[config.mk]
export PLATFORM = sky130hd
export DESIGN_NAME = gray_stream_pipe
export DESIGN_NICKNAME = d
export VERILOG_FILES = /design/src/rtl/gray_stream_pipe.sv
export SDC_FILE = /design/constraint.sdc
export NUM_CORES = 1
export LEC_CHECK = 0
export BUFFER_PORTS_ARGS = -buffer_cell sky130_fd_sc_hd__buf_2
export CAP_MARGIN = 20
export CORE_ASPECT_RATIO = 0.5
export CORE_UTILIZATION = 45
export CTS_BUF_LIST = sky130_fd_sc_hd__clkbuf_4
export DETAILED_ROUTE_END_ITERATION = 6
export PLACE_DENSITY = 0.62
export RECOVER_POWER = 25
export SYNTH_ARGS = -nofsm -noshare
export SYNTH_HDL_FRONTEND = slang
export SYNTH_SLANG_ARGS = --single-unit
[constraint.sdc]
create_clock -name i_clk -period 11.6 [get_ports i_clk]
set_input_delay 1.16 -clock i_clk [delete_from_list [all_inputs] [get_ports i_clk]]
set_output_delay 1.16 -clock i_clk [all_outputs]
set_load 0.01 [all_outputs]
[src/rtl/gray_stream_pipe.sv]
// Streaming RGB-to-gray converter: one frame per start command, 2-stage
// weighted-luma pipeline with valid/ready on both sides and raster markers.
module gray_stream_pipe #(
    parameter int DATA_W  = 10,
    parameter int FRAME_W = 640,
    parameter int FRAME_H = 480,
    parameter int COEF_W  = 8,
    parameter int W_RED   = 77,
    parameter int W_GREEN = 150,
    parameter int W_BLUE  = 29,
    parameter int SHIFT   = 8,
    localparam int XW = (FRAME_W > 1) ? $clog2(FRAME_W) : 1,
    localparam int YW = (FRAME_H > 1) ? $clog2(FRAME_H) : 1
) (
    input  logic              i_clk,
    input  logic              i_rst_n,
    input  logic              i_start,
    input  logic [1:0]        i_mode,
    input  logic [DATA_W-1:0] i_threshold,
    output logic              o_read_request,
    input  logic              i_valid,
    output logic              o_ready,
    input  logic [DATA_W-1:0] i_red,
    input  logic [DATA_W-1:0] i_green,
    input  logic [DATA_W-1:0] i_blue,
    output logic              o_valid,
    input  logic              i_ready,
    output logic [DATA_W-1:0] o_color,
    output logic              o_bw,
    output logic [XW-1:0]     o_x,
    output logic [YW-1:0]     o_y,
    output logic              o_sof,
    output logic              o_eol,
    output logic              o_eof,
    output logic              o_busy,
    output logic              o_done
);

    localparam int NPIX = FRAME_W * FRAME_H;
    localparam int CW   = $clog2(NPIX + 1);
    localparam int PW   = DATA_W + COEF_W;
    localparam int SW   = PW + 2;

    localparam logic [COEF_W-1:0] CR = COEF_W'(W_RED);
    localparam logic [COEF_W-1:0] CG = COEF_W'(W_GREEN);
    localparam logic [COEF_W-1:0] CB = COEF_W'(W_BLUE);

    typedef enum logic [2:0] {
        S_IDLE,
        S_REQ,
        S_RUN,
        S_DRAIN,
        S_WAIT
    } state_t;

    state_t state_q, state_d;

    logic [1:0]        mode_q, mode_d;
    logic [DATA_W-1:0] thr_q, thr_d;
    logic [CW-1:0]     in_cnt_q, in_cnt_d;
    logic [XW-1:0]     in_x_q, in_x_d;
    logic [YW-1:0]     in_y_q, in_y_d;
    logic              done_q, done_d;

    logic              vld_p1_q, vld_p1_d;
    logic [PW-1:0]     prod_r_p1_q, prod_r_p1_d;
    logic [PW-1:0]     prod_g_p1_q, prod_g_p1_d;
    logic [PW-1:0]     prod_b_p1_q, prod_b_p1_d;
    logic [DATA_W-1:0] red_p1_q, red_p1_d;
    logic [XW-1:0]     x_p1_q, x_p1_d;
    logic [YW-1:0]     y_p1_q, y_p1_d;

    logic              vld_p2_q, vld_p2_d;
    logic [DATA_W-1:0] color_p2_q, color_p2_d;
    logic              bw_p2_q, bw_p2_d;
    logic [XW-1:0]     x_p2_q, x_p2_d;
    logic [YW-1:0]     y_p2_q, y_p2_d;
    logic              sof_p2_q, sof_p2_d;
    logic              eol_p2_q, eol_p2_d;
    logic              eof_p2_q, eof_p2_d;

    logic              adv;
    logic              in_hs;
    logic              out_hs;
    logic [SW-1:0]     sum_p2;
    logic [DATA_W-1:0] luma_p2;

    // Clamp the shifted weighted sum to the largest representable sample.
    function automatic logic [DATA_W-1:0] sat_luma(input logic [SW-1:0] sum);
        logic [SW-1:0] sh;
        sh = sum >> SHIFT;
        if (|sh[SW-1:DATA_W]) begin
            return {DATA_W{1'b1}};
        end
        return sh[DATA_W-1:0];
    endfunction

    assign adv    = !vld_p2_q || i_ready;
    assign o_ready = (state_q == S_RUN) && adv && (in_cnt_q < CW'(NPIX));
    assign in_hs  = i_valid && o_ready;
    assign out_hs = vld_p2_q && i_ready;

    assign o_read_request = (state_q == S_REQ);
    assign o_busy = (state_q == S_REQ) || (state_q == S_RUN) || (state_q == S_DRAIN);
    assign o_done = done_q;

    assign o_valid = vld_p2_q;
    assign o_color = color_p2_q;
    assign o_bw    = bw_p2_q;
    assign o_x     = x_p2_q;
    assign o_y     = y_p2_q;
    assign o_sof   = sof_p2_q;
    assign o_eol   = eol_p2_q;
    assign o_eof   = eof_p2_q;

    // Frame control and input-side raster position
    always_comb begin
        state_d  = state_q;
        mode_d   = mode_q;
        thr_d    = thr_q;
        in_cnt_d = in_cnt_q;
        in_x_d   = in_x_q;
        in_y_d   = in_y_q;
        done_d   = 1'b0;
        case (state_q)
            S_IDLE: begin
                if (i_start) begin
                    mode_d   = i_mode;
                    thr_d    = i_threshold;
                    in_cnt_d = '0;
                    in_x_d   = '0;
                    in_y_d   = '0;
                    state_d  = S_REQ;
                end
            end
            S_REQ: begin
                state_d = S_RUN;
            end
            S_RUN: begin
                if (in_hs) begin
                    in_cnt_d = in_cnt_q + 1'b1;
                    if (in_x_q == XW'(FRAME_W - 1)) begin
                        in_x_d = '0;
                        in_y_d = in_y_q + 1'b1;
                    end else begin
                        in_x_d = in_x_q + 1'b1;
                    end
                    if (in_cnt_q == CW'(NPIX - 1)) begin
                        state_d = S_DRAIN;
                    end
                end
            end
            S_DRAIN: begin
                if (out_hs && eof_p2_q) begin
                    done_d  = 1'b1;
                    state_d = S_WAIT;
                end
            end
            S_WAIT: begin
                if (!i_start) begin
                    state_d = S_IDLE;
                end
            end
            default: state_d = S_IDLE;
        endcase
    end

    always_ff @(posedge i_clk or negedge i_rst_n) begin
        if (!i_rst_n) begin
            state_q  <= S_IDLE;
            mode_q   <= '0;
            thr_q    <= '0;
            in_cnt_q <= '0;
            in_x_q   <= '0;
            in_y_q   <= '0;
            done_q   <= 1'b0;
        end else begin
            state_q  <= state_d;
            mode_q   <= mode_d;
            thr_q    <= thr_d;
            in_cnt_q <= in_cnt_d;
            in_x_q   <= in_x_d;
            in_y_q   <= in_y_d;
            done_q   <= done_d;
        end
    end

    // Stage 1: per-channel weighted products
    always_comb begin
        vld_p1_d    = vld_p1_q;
        prod_r_p1_d = prod_r_p1_q;
        prod_g_p1_d = prod_g_p1_q;
        prod_b_p1_d = prod_b_p1_q;
        red_p1_d    = red_p1_q;
        x_p1_d      = x_p1_q;
        y_p1_d      = y_p1_q;
        if (adv) begin
            vld_p1_d    = in_hs;
            prod_r_p1_d = PW'(i_red) * PW'(CR);
            prod_g_p1_d = PW'(i_green) * PW'(CG);
            prod_b_p1_d = PW'(i_blue) * PW'(CB);
            red_p1_d    = i_red;
            x_p1_d      = in_x_q;
            y_p1_d      = in_y_q;
        end
    end

    always_ff @(posedge i_clk or negedge i_rst_n) begin
        if (!i_rst_n) begin
            vld_p1_q <= 1'b0;
        end else begin
            vld_p1_q <= vld_p1_d;
        end
    end

    always_ff @(posedge i_clk) begin
        prod_r_p1_q <= prod_r_p1_d;
        prod_g_p1_q <= prod_g_p1_d;
        prod_b_p1_q <= prod_b_p1_d;
        red_p1_q    <= red_p1_d;
        x_p1_q      <= x_p1_d;
        y_p1_q      <= y_p1_d;
    end

    // Stage 2: sum, shift, saturate, mode select and raster markers
    always_comb begin
        sum_p2  = SW'(prod_r_p1_q) + SW'(prod_g_p1_q) + SW'(prod_b_p1_q);
        luma_p2 = sat_luma(sum_p2);

        vld_p2_d   = vld_p2_q;
        color_p2_d = color_p2_q;
        bw_p2_d    = bw_p2_q;
        x_p2_d     = x_p2_q;
        y_p2_d     = y_p2_q;
        sof_p2_d   = sof_p2_q;
        eol_p2_d   = eol_p2_q;
        eof_p2_d   = eof_p2_q;
        if (adv) begin
            vld_p2_d = vld_p1_q;
            bw_p2_d  = (luma_p2 <= thr_q);
            case (mode_q)
                2'd0:    color_p2_d = luma_p2;
                2'd1:    color_p2_d = (luma_p2 > thr_q) ? {DATA_W{1'b1}} : '0;
                2'd2:    color_p2_d = ~luma_p2;
                default: color_p2_d = red_p1_q;
            endcase
            x_p2_d   = x_p1_q;
            y_p2_d   = y_p1_q;
            sof_p2_d = (x_p1_q == '0) && (y_p1_q == '0);
            eol_p2_d = (x_p1_q == XW'(FRAME_W - 1));
            eof_p2_d = (x_p1_q == XW'(FRAME_W - 1)) && (y_p1_q == YW'(FRAME_H - 1));
        end
    end

    always_ff @(posedge i_clk or negedge i_rst_n) begin
        if (!i_rst_n) begin
            vld_p2_q   <= 1'b0;
            color_p2_q <= '0;
            bw_p2_q    <= 1'b0;
            x_p2_q     <= '0;
            y_p2_q     <= '0;
            sof_p2_q   <= 1'b0;
            eol_p2_q   <= 1'b0;
            eof_p2_q   <= 1'b0;
        end else begin
            vld_p2_q   <= vld_p2_d;
            color_p2_q <= color_p2_d;
            bw_p2_q    <= bw_p2_d;
            x_p2_q     <= x_p2_d;
            y_p2_q     <= y_p2_d;
            sof_p2_q   <= sof_p2_d;
            eol_p2_q   <= eol_p2_d;
            eof_p2_q   <= eof_p2_d;
        end
    end

endmodule

Yosys cells after proc, flatten, opt, wreduce, memory -nomap -nowiden. Index checks and enable logic that the tools add are counted.

Register bits: 167. Input port bits: 47. Output and inout bits: 38.

Add/subtract/negate cells: 5. Multipliers: 3. $lt $le $gt $ge: 3. Eq/ne operators: 16. Muxes and demuxes: 24. Bitwise gates (word level): 1. Reduce and logical (&&, ||, !) cells: 21.

Operator list (number): 2-to-1 mux 10 bit (6); 2-to-1 mux 19 bit (2); case mux 19 bit (2 select lines) (1); multiplier 10 x 7 -> 17 bit (second input constant) (2); case mux 10 bit (3 select lines) (1); 2-to-1 mux 9 bit (3); adder 19 x 15 -> 20 bit (1); equality test 10 bit (second input constant) (2); case mux 10 bit (2 select lines) (1); adder 17 x 18 -> 19 bit (1); adder 19 x 1 -> 19 bit (second input constant) (1); equality test 19 bit (second input constant) (1); less-than comparator 19 bit (second input constant) (1); case mux 9 bit (2 select lines) (1); multiplier 10 x 5 -> 15 bit (second input constant) (1); 2-to-1 mux 3 bit (5); case mux 3 bit (5 select lines) (1); adder 10 x 1 -> 10 bit (second input constant) (1); greater-than comparator 10 bit (1); <= comparator 10 bit (1); logical NOT 10 bit (1); inverter 10 bit (1); adder 9 x 1 -> 9 bit (second input constant) (1); equality test 9 bit (second input constant) (1); 20 further kinds (35).

Logic depth before layout (Yosys ltp).
Word-level depth: 8. Depth in mapped cells: 20. Gate-level depth less buffers: 20.

Least setup slack after synthesis. Ideal clock, no wire load.

Path kind: input to register. From: input i_green[4]. To: register prod_g_p1_q[17], data pin. Arrival time: 4.115 ns. Required time: 11.344 ns. Setup slack: 7.229 ns. Stages on the path: 12. Buffers on the path: 0. Cell sequence: ha_1 ha_1 inv_1 fa_1 fa_1 inv_1 ha_1 o21ai_0 a21oi_1 a41o_1 o41a_1 a31o_2.

Word-level cells in the longest chain between the ends: 1.

RTL lines: start, declared (RTL line 24) `input logic [DATA_W-1:0] i_green,`; multiplier 10 x 7 -> 17 bit (RTL line 200) `prod_g_p1_d = PW'(i_green) * PW'(CG);`; end signal, assigned (RTL line 218) `prod_g_p1_q <= prod_g_p1_d;`; end, declared (RTL line 67) `logic [PW-1:0] prod_g_p1_q, prod_g_p1_d;`.

No other way between the ends. A chain may end at the register's enable or synchronous reset.

Final worst setup path.
From: register prod_r_p1_q[6]. To: register color_p2_q[2], in the netlist o_color[2].

Word-level cells in the longest chain between the ends: 8.

RTL lines: start, declared (RTL line 66) `logic [PW-1:0] prod_r_p1_q, prod_r_p1_d;`; start signal, assigned (RTL line 217) `prod_r_p1_q <= prod_r_p1_d;`; adder 17 x 18 -> 19 bit * (RTL line 227) `sum_p2 = SW'(prod_r_p1_q) + SW'(prod_g_p1_q) + SW'(prod_b_p1_q);`; adder 19 x 15 -> 20 bit * (RTL line 227); OR reduction 2 bit (RTL line 92) `if (|sh[SW-1:DATA_W]) begin`; 2-to-1 mux 1 bit (RTL line 92); 2-to-1 mux 10 bit * (RTL line 95) `return sh[DATA_W-1:0];`; greater-than comparator 10 bit (RTL line 243) `2'd1: color_p2_d = (luma_p2 > thr_q) ? {DATA_W{1'b1}} : '0;`; 2-to-1 mux 10 bit (RTL line 243); case mux 10 bit (3 select lines) * (RTL line 241) `case (mode_q)`; end signal, assigned (RTL line 267) `color_p2_q <= color_p2_d;`; end, declared (RTL line 74) `logic [DATA_W-1:0] color_p2_q, color_p2_d;`.

Every way passes the cells marked *; elsewhere a longest branch is shown, timed or not.

==> flow_metrics.py <==
metrics = {
    "clock_network": {
        "post-cts-setup-buffers": 0,
        "htree_levels": 4,
        "insertion_delay_ns": 0.62,
        "cts-root-buf": "clkbuf_4",
        "postCtsHoldBufs": 0,
        "clk_pin_slew_worst_paths_ns": 0.16,
        "cts.repair.resized": 0,
        "cts_tree": "yes",
        "cts_sinks": 165,
        "clk_path_buf_depth": 2,
        "cts_made_buffers": 17,
    },
    "die": {
        "die_x_um": 225,
        "initial_core_util_pct": 46.3,
        "dieHeight_um": 114,
        "io_pins": 85,
        "rows": 40,
        "core_area_um2": 24200,
        "die-area_um2": 25600,
    },
    "worst_hold_path": {
        "hold_path.class": "flop to flop",
    },
    "worst_setup_path": {
        "crit_arrival_ns": 5.55,
        "cp-end-kind": "flop",
        "worstSetupStartpointType": "flop",
        "rr_startpoint": "prod_r_p1_q[6]",
        "cp-endpoint": "o_color[2]",
        "crit_path_start": "prod_r_p1_q[6]",
        "reg2regPathDepth": 18,
        "r2r_slack_ns": 6.56,
        "critPathKind": "flop to flop",
        "worstReg2RegEnd": "o_color[2]",
        "critPathRequiredTime_ns": 12.12,
        "path_max_fanout": 7,
    },
    "drt": {
        "drtIter0Drc": 461,
        "wl_per_cell_um": 14.3,
        "route.final.wire_length_um": 21600,
        "drcViolationCount": 0,
        "drtPass1Iterations": 7,
        "detail_route.vias_per_cell": 5.09,
        "ant_nets": 0,
        "via_count": 7704,
    },
    "synthesis": {
        "synthTopCellsByArea": "edfxtp_1, dfrtp_1, ha_1",
        "synth_cells": 1076,
        "synth_edf_count": 76,
        "synth_seq_cells": 165,
        "async_flop_share_pct": 53.9,
        "syn_area_um2": 11200,
        "yosysTopAreaCellShare_pct": 20.4,
        "yosysTopAreaCell": "edfxtp_1",
        "synth_commonest_cells": "inv_1, ha_1, nand2_1, dfrtp_1, edfxtp_1",
        "yosys.cell_types.count": 73,
        "ys_seq_area_share_pct": 40.2,
        "ys.warnings.count": 0,
        "synth.avg_cell_area_um2": 10.4,
        "syn_nets": 1320,
        "ys.flop_type": "dfrtp_1",
        "synthMostInstantiatedCell": "inv_1",
    },
    "pwr": {
        "cellLeakagePower_uw": 0.00599,
        "ir_drop_mv": 0.200,
        "p_per_area_nw_per_um2": 283,
    },
    "global_route": {
        "grt_pass1_wl_um": 36200,
        "gr-total-overflow": 0,
        "grt_max_degree": 70,
        "antenna_found_initial": 1,
        "grt_pass1_vias": 7669,
        "grtUsageTotal_pct": 18.1,
    },
    "timing": {
        "period_share_pct": 43.4,
        "slew_violations": 168,
        "rsz0062_at_grt": "false",
        "tightest_slew_ns": 3.72,
        "min_period_ns": 5.04,
        "clock_skew_ns": 0.0356,
        "fin_ws_ns": 6.56,
        "fmax_mhz": 199,
        "setup_viol": 0,
        "relSlewSlack_pct": -148,
        "tns_ns": 0,
        "hold_violations": 0,
    },
    "cells_and_area": {
        "fillCellCount": 2260,
        "nets": 1409,
        "utilization_pct": 50.6,
        "drive_above_1_share_pct": 10.4,
        "regArea_um2": 4510,
        "multi_input_area_um2": 6030,
        "area_delta_synth_final_pct": 9.24,
    },
    "placement": {
        "place_congestion": 0.811,
        "dp_slack_ns": 6.72,
        "hpwl_um": 16800,
        "portBuffers": 84,
    },
    "run_status": {
        "violations": "capacitance limit, slew limit",
        "status": "complete, but fails checks",
    },
    "job": {
        "drv_cap": 3,
    },
}
==> how the worst min path moves through the flow <==
stage	from	endpoint	slack, ns	depth (start not counted)
after floorplan	vld_p1_q	o_valid	0.43	1
after global placement	o_x[1]	o_x[1]	0.45	2
after detailed placement	o_x[8]	o_x[8]	0.45	2
after CTS	i_rst_n	o_y[7]	0.35	1
after global routing	o_x[8]	o_x[8]	0.50	2
final	o_x[8]	o_x[8]	0.48	2
==> cell type report <==
type	count	share of cell area (%)
multi-input cells	735	49.3
flip-flops and latches	165	36.8
inverters	158	4.85
well taps	336	3.43
repair buffers	88	3.42
clock inverters	15	1.13
clock buffers	17	1.04
diodes	1	0.0204
==> stage by stage <==
stage / total power [uW] / hold WS (ns) / instance area [um^2] / cells
3_3_place_gp: 3070 / 0.447 / 12000 / 1482
5_1_grt: 3800 / 0.497 / 12200 / 1515
6_report: 3460 / 0.482 / 12200 / 1515
4_1_cts: 3490 / 0.350 / 12300 / 1514
3_5_place_dp: 3150 / 0.454 / 12000 / 1482
2_1_floorplan: 2590 / 0.435 / 11200 / 1076
==> sequential cells by signal, indices dropped and copies added (netlist names), 2 cells and up <==
register and count:
in_cnt_q 19, in_x_q 10, in_y_q 9, mode_q 2
o_color 10, o_x 10, o_y 9, prod_b_p1_q 15
prod_g_p1_q 17, prod_r_p1_q 15, red_p1_q 10, state_q 3
thr_q 10, x_p1_q 10, y_p1_q 9
==> cell families after synthesis <==
logic type      Yosys count  synth area share, %
simple gates            310                 13.2
fa+ha+maj               197                 25.5
flops                   165                 40.2
mux                       7                0.636
compound gates          156                 9.36
buf+inv                 176                 6.00
xor+xnor                 65                 5.08
==> cells in the final DEF, fill, tap and decap left out, types with 4 or more instances in the layout <==
master	Yosys	final
a21o_1	11	11
a21oi_1	33	33
a31oi_1	9	9
and3_1	9	9
buf_2	1	68
clkbuf_1	12	19
clkbuf_4	0	17
dfrtp_1	89	89
edfxtp_1	76	76
fa_1	52	52
ha_1	145	145
inv_1	157	157
inv_8	0	5
mux2i_1	6	6
nand2_1	123	123
nand2b_1	11	11
nand3_1	24	24
nand4_1	16	16
nor2_1	67	67
nor2b_1	10	10
nor3_1	13	13
nor4_1	9	9
o21a_1	9	9
o21ai_0	42	42
o21bai_1	6	6
o22ai_1	4	4
o41ai_1	4	4
or2_2	4	4
xnor2_1	38	38
xor2_1	27	27
==> worst max-delay path, cell delays in order (launching register included) <==
cell and delay (ns):
edfxtp_1 0.42, fa_1 0.50, ha_1 0.32, a21oi_1 0.20, o21ai_0 0.18, a31oi_1 0.31
o21ai_0 0.25, a211oi_1 0.29, a21oi_1 0.11, or2_2 0.29, ha_1 0.29, o21a_1 0.18
o21a_1 0.17, o21ai_0 0.18, a31oi_1 0.07, o32a_1 0.25, o211ai_1 0.50, mux2i_1 0.17
a221o_1 0.29
==> power breakdown <==
part / internal [uW] / leakage [uW] / switching, uW
Sequential: 849 / 0.00195 / 128
Clock: 94.3 / 0.000139 / 235
Combinational: 926 / 0.00390 / 1230
Total: 1870 / 0.00599 / 1590
==> layer usage <==
layer	part of all wire [%]	GRT usage, %
met4	1.9	6.49
met5	0	0
met3	2.8	3.55
met1	46	22.9
met2	49	31.0
Note: power is estimated with default switching activity, not from simulation.
